--- src/rtl/alu_pkg.sv ---
// Shared types for the pipelined ALU: opcode encoding and flag bit positions.
package alu_pkg;

  typedef enum logic [2:0] {
    ALU_ADD = 3'b000,
    ALU_SUB = 3'b001,
    ALU_AND = 3'b010,
    ALU_OR  = 3'b011,
    ALU_XOR = 3'b100,
    ALU_SHL = 3'b101,
    ALU_SHR = 3'b110,
    ALU_SRA = 3'b111
  } alu_op_e;

  localparam int FLAG_Z = 0;
  localparam int FLAG_N = 1;
  localparam int FLAG_V = 2;
  localparam int FLAG_C = 3;

endpackage

--- src/rtl/alu_core.sv ---
// Combinational ALU datapath: result and {C,V,N,Z} flags from (a, b, opcode).
// Flag logic is built only when ALU_PIPE_FLAGS_EN is defined; otherwise flags are 0.
module alu_core
  import alu_pkg::*;
#(
  parameter int WIDTH = 8,
  parameter int SHW   = $clog2(WIDTH)
) (
  input  logic [WIDTH-1:0] a,
  input  logic [WIDTH-1:0] b,
  input  alu_op_e          opcode,
  output logic [WIDTH-1:0] result,
  output logic [3:0]       flags
);

  logic [SHW-1:0] shamt;
  assign shamt = b[SHW-1:0];

  // NOTE: every output of an always_comb gets a default first so no path leaves it unassigned (no latch).
  always_comb begin
    result = '0;
    case (opcode)
      ALU_ADD: result = a + b;
      ALU_SUB: result = a - b;
      ALU_AND: result = a & b;
      ALU_OR:  result = a | b;
      ALU_XOR: result = a ^ b;
      ALU_SHL: result = a << shamt;
      ALU_SHR: result = a >> shamt;
      ALU_SRA: result = WIDTH'($signed(a) >>> shamt);
      default: result = '0;
    endcase
  end

`ifdef ALU_PIPE_FLAGS_EN
  always_comb begin
    flags = '0;
    case (opcode)
      ALU_ADD: begin
        // A wrapped sum is smaller than either addend exactly when bit WIDTH carried out.
        flags[FLAG_C] = (result < a);
        flags[FLAG_V] = (a[WIDTH-1] == b[WIDTH-1]) && (result[WIDTH-1] != a[WIDTH-1]);
      end
      ALU_SUB: begin
        flags[FLAG_C] = (a < b);
        flags[FLAG_V] = (a[WIDTH-1] != b[WIDTH-1]) && (result[WIDTH-1] != a[WIDTH-1]);
      end
      default: ;
    endcase
    flags[FLAG_N] = result[WIDTH-1];
    flags[FLAG_Z] = (result == '0);
  end
`else
  assign flags = 4'b0000;
`endif

endmodule

--- src/rtl/alu_pipe.sv ---
// Two-stage valid/ready pipelined ALU: S1 registers operands, S2 registers result and flags.
// Optional flag generation via ALU_PIPE_FLAGS_EN (flags read 0 when undefined).
module alu_pipe
  import alu_pkg::*;
#(
  parameter  int WIDTH = 8,
  localparam int SHW   = $clog2(WIDTH)
) (
  input  logic             clk,
  input  logic             rst_n,
  input  logic             in_valid,
  output logic             in_ready,
  input  logic [WIDTH-1:0] a,
  input  logic [WIDTH-1:0] b,
  input  logic [2:0]       opcode,
  output logic             out_valid,
  input  logic             out_ready,
  output logic [WIDTH-1:0] result,
  output logic [3:0]       flags
);

  logic             v1, v2;
  logic             s1_ready, s2_ready;
  logic [WIDTH-1:0] a1, b1;
  alu_op_e          op1;
  logic [WIDTH-1:0] core_result, res2;
  logic [3:0]       core_flags, flags2;

  // A stage can take a new beat when it is empty or its contents move on this cycle.
  assign s2_ready = !v2 || out_ready;
  assign s1_ready = !v1 || s2_ready;
  assign in_ready = s1_ready;

  // NOTE: data registers are reset too, because result/flags must read 0 during reset.
  // NOTE: sequential state uses non-blocking assignments so all stages update from pre-edge values.
  always_ff @(posedge clk or negedge rst_n) begin
    if (!rst_n) begin
      v1  <= 1'b0;
      a1  <= '0;
      b1  <= '0;
      op1 <= ALU_ADD;
    end else if (s1_ready) begin
      v1 <= in_valid;
      if (in_valid) begin
        a1  <= a;
        b1  <= b;
        op1 <= alu_op_e'(opcode);
      end
    end
  end

  alu_core #(
    .WIDTH (WIDTH),
    .SHW   (SHW)
  ) u_core (
    .a      (a1),
    .b      (b1),
    .opcode (op1),
    .result (core_result),
    .flags  (core_flags)
  );

  // Result/flags only load when a beat moves in, so they hold steady while stalled.
  always_ff @(posedge clk or negedge rst_n) begin
    if (!rst_n) begin
      v2     <= 1'b0;
      res2   <= '0;
      flags2 <= '0;
    end else if (s2_ready) begin
      v2 <= v1;
      if (v1) begin
        res2   <= core_result;
        flags2 <= core_flags;
      end
    end
  end

  assign out_valid = v2;
  assign result    = res2;
  assign flags     = flags2;

endmodule
--- config.mk ---
export PLATFORM = sky130hd
export DESIGN_NAME = alu_pipe
export DESIGN_NICKNAME = d
export VERILOG_FILES = /design/src/rtl/alu_pkg.sv /design/src/rtl/alu_core.sv /design/src/rtl/alu_pipe.sv
export SDC_FILE = /design/constraint.sdc
export NUM_CORES = 1
export LEC_CHECK = 0
export ABC_CLOCK_PERIOD_IN_PS = 3200
export BUFFER_PORTS_ARGS = -buffer_cell sky130_fd_sc_hd__buf_2
export CAP_MARGIN = 20
export CORE_AREA = 2 2 76 78
export CTS_BUF_LIST = sky130_fd_sc_hd__clkbuf_8 sky130_fd_sc_hd__clkbuf_16
export CTS_CLUSTER_DIAMETER = 100
export DETAILED_ROUTE_END_ITERATION = 12
export DIE_AREA = 0 0 78 80
export PLACE_DENSITY = 0.82
export SKIP_LAST_GASP = 1
export SYNTH_ARGS = -nofsm -noshare
export SYNTH_HDL_FRONTEND = slang
export SYNTH_SLANG_ARGS = --single-unit
--- constraint.sdc ---
create_clock -name clk -period 3.2 [get_ports clk]
set_clock_uncertainty 0.15 [all_clocks]
set_input_delay 0 -clock clk [delete_from_list [all_inputs] [get_ports clk]]
set_output_delay 0 -clock clk [all_outputs]
set_load 0.01 [all_outputs]
Word level (Yosys, flattened, before mapping):

Index checks and enable logic that the tools add are counted.

* memory bits (writable): 0
* ROM bits: 0
* logic and storage cells: 29
* output and inout port bits: 14
* bits in registers: 29
* latch bits: 0
* bits of input ports: 23
* memories: 0

* equal/unequal tests: 7
* div/mod/pow operators: 0
* $add $sub $neg: 2
* reduce and logical (&&, ||, !) cells: 7
* mux-type cells: 1
* shifts and indexed selects: 3
* magnitude comparators: 0
* bitwise logic cells: 3
* multiply operators: 0

Operator list (count)
* $pmux W8 S8: 1
* $eq A3 B3 Y1 const B: 4
* $add A8 B8 Y8: 1
* $and A8 B8 Y8: 1
* $or A8 B8 Y8: 1
* $shl A8 B3 Y8: 1
* $shr A8 B3 Y8: 1
* $sshr A8 B3 Y8: 1
* $sub A8 B8 Y8: 1
* $xor A8 B8 Y8: 1
* $eq A3 B2 Y1 const B: 2
* $reduce_and A2 Y1: 2
* $eq A3 B1 Y1 const B: 1
* $logic_not A3 Y1: 1
* $logic_not A1 Y1: 2
* $logic_or A1 B1 Y1: 2

Logic depth before layout (Yosys ltp):

Gate-level depths: netlist of run 1.

* word-level depth: 4
* mapped depth: 14
* mapped depth without buffers: 11

Modules after synthesis:

A second synthesis of run 1 with hierarchy kept.

* cell total of the unflattened synthesis: 274
* area, all modules: 2969.1 µm²

Modules (own cells, without submodules)
* alu_core: area each 1660.3 µm², cells each 202, instances 1, seq. area each 0.0 µm²
* alu_pipe: area each 1308.8 µm², cells each 72, instances 1, seq. area each 825.8 µm²

Worst setup path after synthesis of run 1:

Ideal clock, no wire load.

* kind: flip-flop to flip-flop
* start point: reg b1[0]
* end point: reg res2[5] (netlist: result[5])
* path buffers: 3
* clock period less this slack: 3.226 ns
* data required time: 2.924 ns
* data arrival time: 2.950 ns
* setup time: 0.126 ns
* stages on the path, launching flop included: 14
* path slack: -0.026 ns
* cells stage by stage: dfrtp_1 buf_6 buf_2 buf_2 inv_1 ha_1 mux2i_1 ha_1 nor2b_1 o2111ai_1 nand3_1 or3_1 and3_1 o32a_1

* word-level cells in the longest chain between the ends: 2
* elaborated cells between the ends (all ways): 6
* classes of those cells: add/sub (2); shift (3); mux (1)

RTL lines
* from (decl): RTL line alu_pipe.sv:24 `logic [WIDTH-1:0] a1, b1;`
* from (signal assigned): RTL line alu_pipe.sv:40 `b1 <= '0;`
* from (signal assigned): RTL line alu_pipe.sv:46 `b1 <= b;`
* $sub A8 B8 Y8 (tied with other cells): RTL line alu_core.sv:24 `ALU_SUB: result = a - b;`
* $pmux W8 S8 (*): RTL line alu_core.sv:22 `case (opcode)`
* to (signal assigned): RTL line alu_pipe.sv:72 `res2 <= core_result;`
* to (decl): RTL line alu_pipe.sv:26 `logic [WIDTH-1:0] core_result, res2;`

Mark *: on every way between the ends. The rest lies on a longest branch, timed or not.
A chain may end at the register's enable or synchronous reset.

Worst setup path after layout of run 1:

* start point: reg b1[1]
* end point: reg res2[5] (netlist: result[5])

Same word-level chain as after synthesis.

==> impl_metrics.env, run 1 <==
export IMPL_hold_path_class="primary input to asynchronous set/reset pin"
export IMPL_finalHoldViolCount=0
export IMPL_share_of_the_synthesized_area_in_the_top_cell_type_pct=27.6
export IMPL_p_int_mw=1.11
export IMPL_post_synth_num_cell_types=52
export IMPL_ant_nets=0
export IMPL_fmax_mhz=343
export IMPL_worstPathCellList="inv_1 -> ha_1 -> mux2i_1 -> ha_1 -> nor2b_1 -> o2111ai_1 -> nand3_1 -> or3_1 -> and3_1 -> o32a_1"
export IMPL_place_inst=378
export IMPL_drt_wirelength_per_cell_um=17.3
export IMPL_initial_core_util_pct=48.7
export IMPL_synthSimpleGateAreaFrac_pct=11.7
export IMPL_netlist_instances=283
export IMPL_post_route_min_period_ns=2.91
export IMPL_slowest_stage_cell_crit_path="dfrtp_1"
export IMPL_synth_seq_cells=29
export IMPL_critPathMaxStageDelay_ns=0.41
export IMPL_period_share_pct=91.1
export IMPL_drt_first_pass_iters=5
export IMPL_total_net_switching_power_mw=0.726
export IMPL_pwr_share_comb_pct=48.3
export IMPL_clock_path_buffers=2
export IMPL_layout_core_utilization_pct=58.9
export IMPL_critPathCaptureType="flip-flop"
export IMPL_die_w_um=78
export IMPL_clock_tree_from_tritoncts="yes"
export IMPL_iteration_0_drc_count_of_the_detailed_router=269
export IMPL_rsz0062_at_grt="false"
export IMPL_worst_path_most_repeated_cell="ha_1"
export IMPL_synth_yosys_seq_area_share_pct=27.6
export IMPL_worst_pin_slew_ns=0.831
export IMPL_route_final_wire_length_mm=7.07
export IMPL_fill_cells=470
export IMPL_synthAdderAreaFrac_pct=12.6
export IMPL_rows=27
export IMPL_num_antenna_cells=0
export IMPL_synth_warnings=0
export IMPL_largest_family_of_logic_cells_by_synthesized_area="compound AO/OA/AOI/OAI gates"
export IMPL_final_cell_mix="buf_2 (32), dfrtp_1 (29), ha_1 (25), a21oi_1 (24), dlygate4sd3_1 (23)"
export IMPL_final_non_filler_cell_total=409
export IMPL_fraction_of_power_consumed_by_sequential_logic_pct=29.0
export IMPL_numCtsBuffers=5
export IMPL_grt_start_max_net_pins=30
export IMPL_grt_first_pass_wirelength_mm=11.6
export IMPL_timing_worst_setup_path_type="flip-flop to flip-flop"
export IMPL_netlist_top_cells_area="dfrtp_1 (28%), ha_1 (12%), mux2_2 (8.6%)"
export IMPL_reg2reg_from="b1[1]"
export IMPL_detailedPlace_worstSlack_ns=0.368
export IMPL_power_switching_share_pct=39.6
export IMPL_pwr_density_cell_mw_per_mm2=576
export IMPL_reg2reg_setup_slack_ns=0.29
export IMPL_number_of_synthesized_flops_with_an_enable_pin=0
export IMPL_worst_hold_slack_across_all_endpoints_ns=0.130
export IMPL_async_flop_share_pct=100
export IMPL_critPathLaunch="b1[1]"
export IMPL_postSynthAreaPerCell_um2=9.30
export IMPL_clockPowerShare_pct=22.7
export IMPL_muxShareOfSynthArea_pct=17.3
export IMPL_grt_use_total_pct=24.0
export IMPL_dp_hpwl_mm=4.80
export IMPL_peakVddDrop_mv=0.329
export IMPL_clock_insertion_delay_worst_skew_ns=0.29
export IMPL_setup_slack_ns=0.286
export IMPL_leakagePower_nw=1.42
export IMPL_worst_setup_path_start_kind="flip-flop"
export IMPL_outcome="finished clean"
export IMPL_die_outline_area_mm2=0.00624
export IMPL_mostFrequentLayoutCell="buf_2"
export IMPL_drc_errors=0
export IMPL_clock_sinks=29
export IMPL_worst_ep_arrival_time_ns=2.93
export IMPL_maxCapViolations=0
export IMPL_core_area_mm2=0.00541
export IMPL_maxSlewHeadroom_pct=44.4
export IMPL_total_placed_instance_area_mm2=0.00284
export IMPL_timing_rr_end="result[5]"
export IMPL_nNetsFinal=385
export IMPL_ctsHtreeMaxLevel=2
export IMPL_synth_compound_gate_area_share_pct=19.3
export IMPL_cts_reportedPaths_clkPinSlew_ns=0.07
export IMPL_xor_and_xnor_fraction_of_the_mapped_netlist_area_pct=3.99
export IMPL_critPathRequiredTime_ns=3.22
export IMPL_critical_path_max_fanout=4
export IMPL_tns_ns=0
export IMPL_power_mw=1.83
export IMPL_post_synth_instance_area_mm2=0.00263
export IMPL_routabilityCongestion=0.940
export IMPL_port_buffers=32
export IMPL_ys_dominant_reg_cell="dfrtp_1"
export IMPL_reg2regPathDepth=10
export IMPL_grt_ovf=0
export IMPL_grt_pass1_vias=2364
export IMPL_grt_antenna_before_repair=0
export IMPL_setup_violations=0
export IMPL_dr_total_vias=2388
export IMPL_synthDominantAreaCellType="dfrtp_1"
export IMPL_synthToLayoutAreaGrowth_pct=21.1
export IMPL_clk_root_buffer_cell="clkbuf_8"
export IMPL_cts_repair_resize_count=0
export IMPL_die_height_um=80
export IMPL_layout_drive_gt1_share_pct=22.3
export IMPL_io_pin_count=37
export IMPL_crit_end="result[5]"
export IMPL_routed_via_density=5.84
export IMPL_design_area_mm2=0.00319
export IMPL_final_max_slew_violation_count=0
-- worst min path at each step --
stage | startpoint | endpoint | cells after the start
after floorplan | rst_n | a1[0] | 0
after global placement | rst_n | a1[3] | 1
after detailed placement | rst_n | a1[3] | 1
after CTS | rst_n | a1[3] | 2
after global routing | rst_n | op1[1] | 2
final | rst_n | a1[3] | 2
-- per-layer routing --
metal  global-route usage [%]  share of wire [%]  vias up
met2                     39.8                 48      120
met5                        0                  0        -
met4                     10.4                2.8        0
met1                     30.4                 40     1125
met3                     4.64                8.4       20
li1                         -                  -     1123
-- cell usage after synthesis (2+ instances only) --
master and count:
a22oi_1 2, mux2_2 20, xor2_1 3, clkbuf_1 3
inv_1 21, o21ai_0 17, nand3b_1 2, nand3_1 4
a211oi_1 4, o211ai_1 4, nor4_1 2, dfrtp_1 29
mux4_1 3, buf_2 10, a221oi_1 4, buf_4 6
o2111ai_1 2, a31oi_1 4, nor2_1 18, nor3_1 4
ha_1 25, nor2b_1 4, nand2b_1 5, mux4_2 4
o22a_1 2, xnor2_1 9, mux2i_1 6, a21oi_1 24
nand2_1 19
-- repair_timing --
action	CTS	global route
hold buffers	23	0
hold endpoints to repair	50	0
buffers inserted	0	0
-- flip-flops by register name (all words and copies together), names as in the netlist --
name	count
op1	3
v1	1
out_valid	1
b1	8
result	8
a1	8
-- power groups by stage --
| stage | sequential [mW] | clock (mW) | combinational, mW |
|---|---|---|---|
| after detailed placement | 0.537 | 0 | 0.841 |
| after CTS | 0.531 | 0.419 | 0.872 |
| final | 0.532 | 0.415 | 0.886 |
| after global placement | 0.532 | 0 | 0.832 |
| after floorplan | 0.532 | 0 | 0.628 |
| after global routing | 0.545 | 0.431 | 0.978 |
-- logic make-up after synthesis --
family                   Yosys count
AO/OA/AOI/OAI                     77
AND/OR/NAND/NOR                   64
buffers and inverters             41
multiplexers                      33
flip-flops                        29
adder cells (fa/ha/maj)           26
XOR/XNOR                          12
other                              1
-- area by class of cell --
| cell class | instances | area (µm²) | area share, % |
|---|---|---|---|
| Clock buffer | 6 | 82.6 | 2.59 |
| Tap cell | 72 | 90.1 | 2.83 |
| Inverter | 21 | 78.8 | 2.47 |
| Timing Repair Buffer | 63 | 450 | 14.1 |
| Multi-Input combinational cell | 216 | 1720 | 54.0 |
| Clock inverter | 2 | 37.5 | 1.18 |
| Sequential cell | 29 | 726 | 22.8 |
-- critical path: cells and delay by family (launching register included) --
family | cells | cell delay (ns)
AO/OA/AOI/OAI | 2 | 0.53
flip-flops | 1 | 0.41
adder cells (fa/ha/maj) | 2 | 0.52
buffers and inverters | 1 | 0.12
AND/OR/NAND/NOR | 4 | 0.79
multiplexers | 1 | 0.25
Power figures use the tool's default switching activity.
==> run 2: changes to the inputs <==
- ABC_CLOCK_PERIOD_IN_PS: 3200 -> 3150
- CORE_AREA: 2 2 76 78 -> 3 3 77 79
- DIE_AREA: 0 0 78 80 -> 0 0 80 82
- PLACE_DENSITY: 0.82 -> 0.79
- clock period: 3.2 -> 3.15 ns (I/O delays scaled with it)
==> run 2 against run 1 <==
- fmax grew 0.43%
- critical path depth unchanged
- setup slack got worse by 0.038 ns
- power up 1.2%
- non-clock buffer count up 1
- core utilization increased by 0.069 points
- cell area increased by 0.12%
- count of clock-buffer cells in the layout stayed put
- die area rose by 5.1%
- sequential power rose by 2%
- hold slack gained 0.012 ns
- sequential share of layout area about the same
- critical endpoint unchanged
- largest power group unchanged
==> impl_metrics.env, run 2 (synthesized netlist as in run 1, its figures left out) <==
export IMPL_met2WireLength_mm=3.41
export IMPL_layout_drive_gt1_share_pct=22.2
export IMPL_rsz0062_at_grt="false"
export IMPL_die_outline_area_mm2=0.00656
export IMPL_setup_violations=0
export IMPL_grt_use_total_pct=24.0
export IMPL_drt_first_pass_iters=5
export IMPL_leakagePower_nw=1.43
export IMPL_die_height_um=82
export IMPL_grt_pass1_vias=2436
export IMPL_clock_insertion_delay_worst_skew_ns=0.29
export IMPL_numCtsBuffers=5
export IMPL_maxSlewHeadroom_pct=44.5
export IMPL_fmax_mhz=345
export IMPL_clock_path_buffers=2
export IMPL_drc_errors=0
export IMPL_grt_ovf=0
export IMPL_mostFrequentLayoutCell="buf_2"
export IMPL_peakVddDrop_mv=0.305
export IMPL_critPathMaxStageDelay_ns=0.39
export IMPL_critical_path_max_fanout=4
export IMPL_clk_root_buffer_cell="clkbuf_8"
export IMPL_worst_pin_slew_ns=0.831
export IMPL_num_antenna_cells=0
export IMPL_timing_worst_setup_path_type="flip-flop to flip-flop"
export IMPL_iteration_0_drc_count_of_the_detailed_router=201
export IMPL_outcome="finished clean"
export IMPL_worst_path_most_repeated_cell="ha_1"
export IMPL_reg2reg_from="b1[1]"
export IMPL_ctsHtreeMaxLevel=2
export IMPL_grt_first_pass_wirelength_mm=12.0
export IMPL_worst_setup_path_start_kind="flip-flop"
export IMPL_cts_reportedPaths_clkPinSlew_ns=0.07
export IMPL_rows=27
export IMPL_setup_slack_ns=0.248
export IMPL_grt_antenna_before_repair=0
export IMPL_cts_repair_resize_count=0
export IMPL_drt_wirelength_per_cell_um=17.5
export IMPL_die_w_um=80
export IMPL_ant_nets=0
export IMPL_grt_start_max_net_pins=30
export IMPL_post_route_min_period_ns=2.90
export IMPL_finalHoldViolCount=0
export IMPL_dp_hpwl_mm=5.03
export IMPL_critPathRequiredTime_ns=3.17
export IMPL_worst_hold_slack_across_all_endpoints_ns=0.143
export IMPL_slowest_stage_cell_crit_path="dfrtp_1"
export IMPL_tns_ns=0
export IMPL_final_cell_mix="buf_2 (32), dfrtp_1 (29), ha_1 (25), a21oi_1 (24), dlygate4sd3_1 (23)"
export IMPL_port_buffers=32
export IMPL_multi_input_area_mm2=0.00172
export IMPL_routed_via_density=6.04
export IMPL_clock_tree_from_tritoncts="yes"
export IMPL_period_share_pct=92.1
export IMPL_dr_total_vias=2476
export IMPL_synthToLayoutAreaGrowth_pct=21.2
export IMPL_critPathLaunch="b1[1]"
export IMPL_core_area_mm2=0.00541
export IMPL_wl_met1_mm=3.09
export IMPL_met3_length_um=488
export IMPL_maxCapViolations=0
export IMPL_io_pin_count=37
export IMPL_sequential_cell_area_um2=726
export IMPL_hold_path_class="primary input to asynchronous set/reset pin"
export IMPL_route_final_wire_length_mm=7.19
export IMPL_initial_core_util_pct=48.7
export IMPL_clock_sinks=29
export IMPL_pwr_density_cell_mw_per_mm2=582
export IMPL_critPathCaptureType="flip-flop"
export IMPL_worst_ep_arrival_time_ns=2.92
export IMPL_nNetsFinal=386
export IMPL_detailedPlace_worstSlack_ns=0.295
export IMPL_fill_cells=470
export IMPL_routabilityCongestion=0.963
export IMPL_highest_layer="met4"
export IMPL_final_max_slew_violation_count=0
export IMPL_worstPathCellList="inv_1 -> ha_1 -> mux2i_1 -> ha_1 -> nor2b_1 -> o2111ai_1 -> nand3_1 -> or3_1 -> and3_1 -> o32a_1"
==> run 2: changes by cell type in the layout (fill, tap and decap cells not counted) <==
| cell | previous run | this run |
|---|---|---|
| inv_1 | 21 | 22 |
| clkinvlp_4 | 1 | 0 |
| buf_4 | 8 | 9 |
==> run 2: metal layers <==
layer / global-route usage (%) / vias to the layer above
met1: 31.6 / 1198
met5: 0 / -
met3: 3.73 / 24
met2: 38.4 / 120
li1: - / 1134
met4: 12.0 / 0
==> run 2: what timing repair did <==
item,in CTS,in global routing
hold endpoints to repair,50,0
setup buffers,0,0
hold buffers,23,0
==> run 2: path summary, 6_finish.rpt <==
path,end,slack [ns],cells past startpoint
setup reg to reg,result[5],0.25,10
min in group clk,result[0],0.32,2
setup / recovery,result[5],0.25,10
hold reg to reg,result[0],0.32,2
hold / removal,b1[1],0.14,2
max in group asynchronous,b1[2],2.28,2
==> run 2: where the power goes <==
part	total [mW]	internal (mW)	switching [mW]
logic	0.909	0.421	0.488
registers	0.541	0.451	0.0898
clock network	0.405	0.254	0.151
total	1.85	1.13	0.729
==> run 2: worst max-delay path: cells and delay by family, from the launching register on <==
| kind | cells | cell delay [ns] |
|---|---|---|
| AND/OR/NAND/NOR | 4 | 0.78 |
| adder cells (fa/ha/maj) | 2 | 0.54 |
| AO/OA/AOI/OAI | 2 | 0.50 |
| flip-flops | 1 | 0.39 |
| multiplexers | 1 | 0.29 |
| buffers and inverters | 1 | 0.12 |
==> run 2: final cells by class <==
| class | count | share of cell area (%) |
|---|---|---|
| flip-flops and latches | 29 | 22.8 |
| well taps | 72 | 2.82 |
| inverters | 21 | 2.47 |
| clock buffers | 6 | 2.59 |
| clock inverters | 2 | 1.06 |
| repair buffers | 64 | 14.4 |
| multi-input cells | 216 | 53.9 |
==> run 2: per-stage QoR <==
step | total power, mW | util (%) | instance area (µm²) | instances
final | 1.85 | 59.0 | 3190 | 410
after global routing | 2.00 | 59.0 | 3190 | 410
after CTS | 1.85 | 59.0 | 3190 | 410
after detailed placement | 1.41 | 52.6 | 2840 | 379
after global placement | 1.39 | 52.6 | 2840 | 379
after floorplan | 1.18 | - | 2650 | 286
